**src/rtl/ps2_keycode_rx_if.sv**
```systemverilog
// Scancode output bundle of the PS/2 keyboard receiver.
// The receiver drives it through the master modport, and consumers read it through the slave modport.
interface ps2_keycode_rx_if;
  logic [31:0] keycode;
  logic        key_valid;
  logic        key_event;
  logic [7:0]  key_code;
  logic        key_ext;
  logic        key_break;
  logic        frame_err;

  modport master (
    output keycode, key_valid, key_event, key_code, key_ext, key_break, frame_err
  );

  modport slave (
    input keycode, key_valid, key_event, key_code, key_ext, key_break, frame_err
  );
endinterface

```
**src/rtl/ps2_keycode_rx.sv**
```systemverilog
// PS/2 keyboard receiver: synchronizes and deglitches the keyboard lines, deframes
// 11-bit frames, and keeps a 4-byte scancode history plus decoded make/break events.
module ps2_keycode_rx #(
  parameter int FILTER_LEN  = 8,
  parameter int TIMEOUT_CYC = 100000,
  parameter int TO_W        = 17
) (
  input  logic              clk,
  input  logic              rst_n,
  input  logic              ps2_clk,
  input  logic              ps2_data,
  ps2_keycode_rx_if.master  kif
);

  localparam int FC_W = $clog2(FILTER_LEN + 1);

  typedef enum logic [1:0] {S_IDLE, S_DATA, S_PARITY, S_STOP} state_t;

  function automatic logic odd_parity_ok(input logic [7:0] b, input logic p);
    return (^b) ^ p;
  endfunction

  logic            clk_sync_p0, clk_sync_p1;
  logic            dat_sync_p0, dat_sync_p1;
  logic            filt_clk, filt_clk_d;
  logic [FC_W-1:0] filt_cnt;
  logic            fall;

  state_t          state, state_nxt;
  logic [7:0]      shreg, shreg_nxt;
  logic [2:0]      bit_cnt, bit_cnt_nxt;
  logic            par_bit, par_nxt;
  logic [TO_W-1:0] wd_cnt, wd_nxt;
  logic            vld_p0, bad_p0, timeout_p0;
  logic            pend_ext, pend_brk;

  // Stage p0/p1: two-flop synchronizers; lines idle high
  always_ff @(posedge clk or negedge rst_n) begin
    if (!rst_n) begin
      clk_sync_p0 <= 1'b1;
      clk_sync_p1 <= 1'b1;
      dat_sync_p0 <= 1'b1;
      dat_sync_p1 <= 1'b1;
    end else begin
      clk_sync_p0 <= ps2_clk;
      clk_sync_p1 <= clk_sync_p0;
      dat_sync_p0 <= ps2_data;
      dat_sync_p1 <= dat_sync_p0;
    end
  end

  // Filter: a new clock level must be seen on FILTER_LEN consecutive samples
  always_ff @(posedge clk or negedge rst_n) begin
    if (!rst_n) begin
      filt_clk   <= 1'b1;
      filt_clk_d <= 1'b1;
      filt_cnt   <= '0;
    end else begin
      filt_clk_d <= filt_clk;
      if (clk_sync_p1 != filt_clk) begin
        if (filt_cnt == FC_W'(FILTER_LEN - 1)) begin
          filt_clk <= clk_sync_p1;
          filt_cnt <= '0;
        end else begin
          filt_cnt <= filt_cnt + FC_W'(1);
        end
      end else begin
        filt_cnt <= '0;
      end
    end
  end

  assign fall = filt_clk_d & ~filt_clk;

  // Deframing FSM state
  always_ff @(posedge clk or negedge rst_n) begin
    if (!rst_n) begin
      state   <= S_IDLE;
      shreg   <= '0;
      bit_cnt <= '0;
      par_bit <= 1'b0;
      wd_cnt  <= '0;
    end else begin
      state   <= state_nxt;
      shreg   <= shreg_nxt;
      bit_cnt <= bit_cnt_nxt;
      par_bit <= par_nxt;
      wd_cnt  <= wd_nxt;
    end
  end

  always_comb begin
    state_nxt   = state;
    shreg_nxt   = shreg;
    bit_cnt_nxt = bit_cnt;
    par_nxt     = par_bit;
    vld_p0      = 1'b0;
    bad_p0      = 1'b0;
    timeout_p0  = 1'b0;
    unique case (state)
      S_IDLE: begin
        if (fall && !dat_sync_p1) begin
          state_nxt   = S_DATA;
          bit_cnt_nxt = '0;
        end
      end
      S_DATA: begin
        if (fall) begin
          shreg_nxt = {dat_sync_p1, shreg[7:1]};
          if (bit_cnt == 3'd7) state_nxt = S_PARITY;
          else                 bit_cnt_nxt = bit_cnt + 3'd1;
        end
      end
      S_PARITY: begin
        if (fall) begin
          par_nxt   = dat_sync_p1;
          state_nxt = S_STOP;
        end
      end
      S_STOP: begin
        if (fall) begin
          if (dat_sync_p1 && odd_parity_ok(shreg, par_bit)) vld_p0 = 1'b1;
          else                                              bad_p0 = 1'b1;
          state_nxt = S_IDLE;
        end
      end
      default: state_nxt = S_IDLE;
    endcase
    // A fall in the same cycle as the limit wins; the frame keeps going
    if (state != S_IDLE && !fall && wd_cnt == TO_W'(TIMEOUT_CYC - 1)) begin
      timeout_p0 = 1'b1;
      state_nxt  = S_IDLE;
    end
    wd_nxt = (fall || state == S_IDLE) ? '0 : wd_cnt + TO_W'(1);
  end

  // Stage p1: commit byte, fold E0/F0 prefixes into the next key event
  always_ff @(posedge clk or negedge rst_n) begin
    if (!rst_n) begin
      kif.keycode   <= '0;
      kif.key_valid <= 1'b0;
      kif.key_event <= 1'b0;
      kif.key_code  <= '0;
      kif.key_ext   <= 1'b0;
      kif.key_break <= 1'b0;
      kif.frame_err <= 1'b0;
      pend_ext      <= 1'b0;
      pend_brk      <= 1'b0;
    end else begin
      kif.key_valid <= vld_p0;
      kif.key_event <= 1'b0;
      kif.frame_err <= bad_p0 | timeout_p0;
      if (vld_p0) begin
        kif.keycode <= {kif.keycode[23:0], shreg};
        if (shreg == 8'hE0) begin
          pend_ext <= 1'b1;
        end else if (shreg == 8'hF0) begin
          pend_brk <= 1'b1;
        end else begin
          kif.key_event <= 1'b1;
          kif.key_code  <= shreg;
          kif.key_ext   <= pend_ext;
          kif.key_break <= pend_brk;
          pend_ext      <= 1'b0;
          pend_brk      <= 1'b0;
        end
      end
    end
  end

endmodule

```
**src/flat_wrapper.sv**
```systemverilog
// flat-port wrapper written by rule: the top's interface ports become plain ports
module ps2_keycode_rx_flat 
#(
  parameter int FILTER_LEN  = 8,
  parameter int TIMEOUT_CYC = 100000,
  parameter int TO_W        = 17
)
  (clk, rst_n, ps2_clk, ps2_data, kif_keycode, kif_key_valid, kif_key_event, kif_key_code, kif_key_ext, kif_key_break, kif_frame_err);
  ps2_keycode_rx_if kif_i ();
  input  logic clk;
  input  logic rst_n;
  input  logic ps2_clk;
  input  logic ps2_data;
  output wire logic [$bits(kif_i.keycode)-1:0] kif_keycode;
  output wire logic [$bits(kif_i.key_valid)-1:0] kif_key_valid;
  output wire logic [$bits(kif_i.key_event)-1:0] kif_key_event;
  output wire logic [$bits(kif_i.key_code)-1:0] kif_key_code;
  output wire logic [$bits(kif_i.key_ext)-1:0] kif_key_ext;
  output wire logic [$bits(kif_i.key_break)-1:0] kif_key_break;
  output wire logic [$bits(kif_i.frame_err)-1:0] kif_frame_err;
  assign kif_keycode = kif_i.keycode;
  assign kif_key_valid = kif_i.key_valid;
  assign kif_key_event = kif_i.key_event;
  assign kif_key_code = kif_i.key_code;
  assign kif_key_ext = kif_i.key_ext;
  assign kif_key_break = kif_i.key_break;
  assign kif_frame_err = kif_i.frame_err;
  ps2_keycode_rx #(.FILTER_LEN(FILTER_LEN), .TIMEOUT_CYC(TIMEOUT_CYC), .TO_W(TO_W)) u_core (.clk(clk), .rst_n(rst_n), .ps2_clk(ps2_clk), .ps2_data(ps2_data), .kif(kif_i));
endmodule
```
**config.mk**
```make
export PLATFORM = sky130hd
export DESIGN_NAME = ps2_keycode_rx_flat
export DESIGN_NICKNAME = d
export VERILOG_FILES = /design/src/rtl/ps2_keycode_rx_if.sv /design/src/rtl/ps2_keycode_rx.sv /design/src/flat_wrapper.sv
export SDC_FILE = /design/constraint.sdc
export NUM_CORES = 1
export LEC_CHECK = 0
export BUFFER_PORTS_ARGS = -buffer_cell sky130_fd_sc_hd__buf_2
export CELL_PAD_IN_SITES_DETAIL_PLACEMENT = 2
export CELL_PAD_IN_SITES_GLOBAL_PLACEMENT = 2
export CORE_MARGIN = 2
export CORE_UTILIZATION = 39
export DETAILED_ROUTE_END_ITERATION = 16
export PLACE_DENSITY = 0.85
export SKIP_LAST_GASP = 1
export SYNTH_ARGS = -nofsm -noshare
export SYNTH_HDL_FRONTEND = slang
export SYNTH_SLANG_ARGS = --single-unit
```
**constraint.sdc**
```tcl
create_clock -name clk -period 2.4 [get_ports clk]
set_input_delay 0.36 -clock clk [delete_from_list [all_inputs] [get_ports clk]]
set_output_delay 0.36 -clock clk [all_outputs]
set_load 0.005 [all_outputs]
```
==> impl_results.md, run 1 <==
- Status: finished, violations left
- Failing checks: hold timing
- Die Wd: between 100 and 150 um
- Synthesis-stage register bit count: 88
- Startpoint Class: register
- YS warnings: 0
- Crit path arrival time: about 2600 ps
- Reg2reg start: u_core.shreg[4]
- Hold Vio Cnt, Final: 10
- Post-synth top area cell: dfrtp_1
- Syn_area_per_cell: about 13 um2
- Fin area: about 4400 um2
- Mapped Cells: ~290
- Die height: a little over 100 um
- Detailed Route Iter0 Violations: 35
- PortBufs: 48
- Crit end category: register
- Share of the synthesized area in the top cell type: 0.541
- Initial antenna violation count: 0
- Worst path bufs/invs: 2
- Tot Pwr: 3.46 mW
- Area Growth Syn to Fin: 16.0%
- GRT overflow: 0
- Fin. max-slew vios: 0
- Largest buffer count on any clock path: 2
- Nets: between 300 and 400
- Worst slew margin: 0.528
- Clock latency on the worst-skew pair: between 300 and 400 ps
- Placed Instance Area: about 4200 um2
- Root Buffer: clkbuf_8
- Sw frac: 0.315
- Final WL: 8.66 mm
- Critical path class: reg2reg
- CTS Buf Count: 9
- Met1 usage: 0.205
- Net Switching: around 1.1 mW
- Clock Skew: 10.1 ps
- GP Congestion: roughly 0.74
- Final setup fails: 0
- Hold-fix buffers, CTS: 0
- Final ANT Viol Nets: 0
- CP max stage cell: dfrtp_1
- Reg2reg path depth: 7
- Tmin final: about 2300 ps
- RSZ-0062 raised after global routing: yes
- Most used DFF post-synth: dfrtp_1
- Clock transition at path regs: ~90 ps
- Number of diodes: 0
- Hpwl dp: 6.00 mm
- Fillers: ~970
- R2R setup slack: between 60 and 70 ps
- Sequential element share of the synthesized area: 0.582
- H-tree Lvls: 3
- HP Class: in2async
- Remaining routing DRC violations: 0
- CP peak stage delay: 380 ps
- Flop pwr share: 0.491
- GR Util met3: 0.0319
- Die area: around 11,000 um2
- Placed instance count: around 470
- Vias/cell: between 4 and 5
- Max frequency: between 0.4 and 0.5 GHz
- Critical Path Fanout Max: 26
- Total of max-cap violations: 0
- Gr busiest metal: met2
- Number of synthesized flops with an enable pin: 0
- Initial Utilization: 0.396
- Share of layout cells above drive strength 1: 0.359
- Total core area: approximately 9600 um2
- Int Power: between 2 and 2.5 mW
- Cell Count, Final, Fillers Out: between 400 and 500
- Leak Pwr: 2.26 nW
- TritonCTS clock tree: built
- Pwr per Cell Area: between 700 and 800 nW/um2
- Count leader, synth: dfrtp_1
- Most common library cells after synthesis: dfrtp_1 (82), mux2_2 (39), nor2_1 (23)
- VDD IR max: between 0.0003 and 0.0004 V
- Pin count of the biggest net entering global routing: between 40 and 50
- Top Family by Delay on Critical Path: XOR/XNOR gates
- Worst Tran Pin Value: 703 ps
- First-pass GRT wire length: roughly 14 mm
- Cell variety after synth: 35
- Syn Nets: roughly 310
- Setup tns final: 0 ps
- Reg2reg end: u_core.kif.keycode[22]
- Io pins: 49
- Tcrit/Tclk final: 0.975
- WL/cell: ~18 um
- Ys async rst share: 1.00
- CTS sink count: 88
- Number of cells on the critical path: 7
- Clock share of power: 0.310
- Worst EP required: ~2700 ps
- Vias in the first global route: 2,736
- Post-synthesis cell area: 3800 um2
- Cell Chain, Critical Path: inv_1 -> ha_1 -> xnor3_1 -> xnor2_2 -> and4_4 -> buf_12 -> mux2_2
- Placement Rows: 36
- Comb pwr share: 0.199
- Hold_ws: -10.3 ps
- Total GRT Usage: 0.177
- Met2 Use GR: 0.323
- Synth top area cells: dfrtp_1 (54%), mux2_2 (12%), ha_1 (4.3%)
- First drt pass iteration count: 4
- DR vias: approximately 2,400
stage by stage:
stage | util | setup WS, ps | hold slack (ps)
after floorplan | - | 199 | 64.4
after detailed placement | 0.437 | 11.7 | 351
after global routing | 0.459 | -46.6 | 32.8
after CTS | 0.458 | -9.54 | 4.42
final | 0.459 | 60.7 | -10.3
after global placement | 0.437 | 201 | 347
flip-flops by register name, summed over array words and instances, names as in the netlist, 2 cells and up:
name                 cells
u_core.kif.keycode      32
u_core.wd_cnt           17
u_core.kif.key_code      8
u_core.shreg             8
u_core.filt_cnt          4
u_core.bit_cnt           3
u_core.state             2
cells in the final DEF, fill, tap and decap left out, types with 2 or more instances in the layout:
master,count
dfrtp_1,82
buf_2,47
mux2_2,39
nor2_1,23
nand2_1,22
o21ai_0,15
ha_1,13
inv_1,12
nand3_1,11
mux2_4,9
clkbuf_8,9
xor2_1,8
xnor2_1,8
nor3_1,6
buf_4,6
dfstp_2,6
nand4_1,5
and3_1,3
a21oi_1,3
nor2b_1,3
inv_6,3
nand2b_1,2
and4_1,2
or3_1,2
clkinvlp_4,2
buf_12,2
kinds of logic after synthesis:
kind of cell	share of synthesized area
simple gates	0.106
flops	0.582
mux	0.151
buf+inv	0.0363
fa+ha+maj	0.0428
compound gates	0.0363
xor+xnor	0.0452
power by group through the flow:
stage	sequential (mW)	combinational, mW	clock, mW
3_5_place_dp	1.73	0.673	0
2_1_floorplan	1.70	0.457	0
5_1_grt	1.71	0.787	1.15
6_report	1.70	0.686	1.07
4_1_cts	1.70	0.695	1.10
3_3_place_gp	1.71	0.618	0
final cells by class:
class / instances / area (um2) / area share
inverter: 12 / 45.0 / 0.0102
clock inverter: 7 / 76.3 / 0.0173
timing repair buffer: 55 / 320 / 0.0727
tap: 133 / 166 / 0.0378
sequential: 88 / 2210 / 0.502
clock buffer: 9 / 124 / 0.0281
multi-input combinational: 186 / 1460 / 0.332
metal layers:
| layer | wire length [um] | share of wire |
|---|---|---|
| met1 | 3680 | 0.42 |
| met2 | 4590 | 0.53 |
| met3 | 248 | 0.029 |
| met4 | 141 | 0.016 |
| met5 | 0 | 0 |
worst max path at each step:
stage / from / endpoint / slack (ps)
floorplan: u_core.shreg[4] / u_core.kif.keycode[10] / 200
global placement: u_core.shreg[4] / u_core.kif.key_code[6] / 200
detailed placement: u_core.shreg[4] / u_core.kif.key_code[0] / 10
CTS: u_core.shreg[4] / u_core.kif.keycode[22] / -10
global route: u_core.shreg[4] / u_core.kif.keycode[19] / -50
finish: u_core.shreg[4] / u_core.kif.keycode[22] / 60
what timing repair did:
action	in CTS	in global routing
endpoints found under the hold margin	0	0
setup buffers	0	0
endpoints found under the setup margin	10	42
gates resized for setup	1	1
Power figures use the tool's default switching activity.
==> run 2, diff against run 1 <==
==> constraint.sdc (replaced) <==
create_clock -name clk -period 2.4 [get_ports clk]
set_input_delay 0.48 -clock clk [delete_from_list [all_inputs] [get_ports clk]]
set_output_delay 0.48 -clock clk [all_outputs]
set_load 0.005 [all_outputs]
==> run 2 against run 1 <==
  * The run now ends clean
  * Sequential power about the same
  * Utilization increased by 0.34 points
  * Worst hold slack improved by 220 ps
  * Wire length decreased by 1.6%
  * Global-route usage decreased by 0.55 points
  * Critical path type unchanged
==> impl_results.md, run 2 (synthesis results as in run 1) <==
- Number of diodes: 0 (unchanged)
- Vias/cell: 4.98 (was 4.92)
- Hpwl dp: 6.16 mm (was 6.00 mm)
- Crit end category: register (unchanged)
- Share of layout cells above drive strength 1: 0.358 (was 0.359)
- Fillers: 985 (was 966)
- DR vias: 2,455 (was 2,412)
- Initial Utilization: 0.396 (unchanged)
- Worst Tran Pin Value: 676 ps (was 703 ps)
- H-tree Lvls: 3 (unchanged)
- Clock transition at path regs: 90 ps (about the same)
- Critical path class: reg2reg (unchanged)
- Worst slew margin: 0.550 (was 0.528)
- First drt pass iteration count: 4 (unchanged)
- Vias in the first global route: 2,717 (was 2,736)
- Placement Rows: 36 (unchanged)
- Largest buffer count on any clock path: 2 (unchanged)
- Critical Path Fanout Max: 20 (was 26)
- First-pass GRT wire length: 13.7 mm (was 14.0 mm)
- Nets: 372 (was 369)
- Die height: 103 um (unchanged)
- Fin area: 4440 um2 (was 4400 um2)
- GP Congestion: 0.738 (was 0.740)
- GRT overflow: 0 (unchanged)
- Area of the multi-input gates: 1450 um2 (was 1460 um2)
- Total of max-cap violations: 0 (unchanged)
- Total GRT Usage: 0.171 (was 0.177)
- Top reg by flops: u_core.kif.keycode (unchanged)
- Clock Skew: 11.1 ps (was 10.1 ps)
- CP peak stage delay: 380 ps (about the same)
- Fin. max-slew vios: 0 (unchanged)
- Initial antenna violation count: 0 (unchanged)
- TritonCTS clock tree: built (unchanged)
- Clock latency on the worst-skew pair: 360 ps (was 370 ps)
- Status: complete, no violations (was finished, violations left)
- Utilization after layout: 0.462 (was 0.459)
- Leak Pwr: 2.27 nW (was 2.26 nW)
- Final ANT Viol Nets: 0 (unchanged)
- Die Wd: 103 um (unchanged)
- Cell Chain, Critical Path: inv_1 -> ha_1 -> xnor3_1 -> xnor2_1 -> and4_4 -> buf_12 -> mux2_2 (was inv_1 -> ha_1 -> xnor3_1 -> xnor2_2 -> and4_4 -> buf_12 -> mux2_2)
- Total core area: 9590 um2 (unchanged)
- Crit path arrival time: 2570 ps (was 2590 ps)
- Commonest cells after routing, fill and taps aside: dfrtp_1 (82), buf_2 (47), mux2_2 (39) (unchanged)
- Pwr per Cell Area: 770 nW/um2 (was 785 nW/um2)
- Die area: 10,500 um2 (unchanged)
- Remaining routing DRC violations: 0 (unchanged)
- Final WL: 8.52 mm (was 8.66 mm)
- CP max stage cell: dfrtp_1 (unchanged)
- WL/cell: 17.3 um (was 17.7 um)
- Placed Instance Area: 4220 um2 (was 4190 um2)
- Tmin final: 2320 ps (was 2340 ps)
- Final setup fails: 0 (unchanged)
- Worst EP required: 2640 ps (was 2650 ps)
- Post-CTS setup buffer count: 0 (unchanged)
- Pin count of the biggest net entering global routing: 44 (was 48)
- PortBufs: 48 (unchanged)
- HP Class: in2reg (was in2async)
- RSZ-0062 raised after global routing: yes (unchanged)
- Startpoint Class: register (unchanged)
- Hold Vio Cnt, Final: 0 (was 10)
- Area Growth Syn to Fin: 16.8% (was 16.0%)
- Max frequency: 0.430 GHz (was 0.427 GHz)
- Commonest non-fill, non-tap cell in the layout: dfrtp_1 (unchanged)
- Area taken by flip-flops and latches: 2210 um2 (unchanged)
- Top Registers: u_core.kif.keycode (32), u_core.wd_cnt (17) (unchanged)
- CTS Buf Count: 9 (unchanged)
- Max FFs per register: 32 (unchanged)
- Io pins: 49 (unchanged)
- Detailed Route Iter0 Violations: 52 (was 35)
- Tcrit/Tclk final: 0.969 (was 0.975)
- Root Buffer: clkbuf_8 (unchanged)
- VDD IR max: 0.000375 V (was 0.000368 V)
- CTS sink count: 88 (unchanged)
-- run 2: where the power goes --
part | internal, mW | switching, mW
combinational | 0.271 | 0.385
sequential | 1.60 | 0.0920
clock | 0.492 | 0.574
-- run 2: per-stage QoR --
stage | setup WS (ps) | std cells | hold WS, ps | setup TNS, ps | power (mW)
2_1_floorplan | 199 | 294 | 184 | 0 | 2.16
3_5_place_dp | 61.9 | 476 | 353 | 0 | 2.39
3_3_place_gp | 167 | 476 | 356 | 0 | 2.34
4_1_cts | 8.75 | 493 | 188 | 0 | 3.47
6_report | 75.5 | 493 | 208 | 0 | 3.42
5_1_grt | -18.2 | 493 | 191 | -106 | 3.63
-- run 2: repair_timing --
item	4_1_cts	5_1_grt
endpoints found under the hold margin	16	0
hold buffers	1	0
resized for setup	0	1
endpoints found under the setup margin	0	10
-- run 2: worst max-delay path, delay by kind of cell, from the launching register on --
kind                       cells  cell delay, ps
buffers and inverters          2             250
muxes                          1             350
DFF                            1             380
and+or+nand+nor                1             320
xor gates and xnor gates       2             560
adders and majority gates      1             330
-- run 2: final timing paths --
path                               startpoint  depth (start not counted)  slack, ps                      to
setup / recovery              u_core.shreg[4]                          7         80  u_core.kif.keycode[24]
hold / removal                        ps2_clk                          1        210      u_core.clk_sync_p0
setup reg to reg              u_core.shreg[4]                          7         80  u_core.kif.keycode[24]
hold reg to reg            u_core.dat_sync_p0                          0        360      u_core.dat_sync_p1
max in group asynchronous               rst_n                          3       1160      u_core.dat_sync_p0
min in group asynchronous               rst_n                          2        550    u_core.kif.key_event
-- run 2: cell type report --
type	count	share of cell area
clock buffer	9	0.0279
tap	133	0.0375
multi-input combinational	186	0.328
timing repair buffer	58	0.0807
inverter	12	0.0102
clock inverter	7	0.0178
sequential	88	0.498
-- run 2: metal layers --
metal  vias up  track usage  wire length, um
li1       1138            -                -
met1      1269        0.203             3500
met2        36        0.315             4710
met3        12       0.0264              185
met4         0       0.0585              116
met5         -            0                0
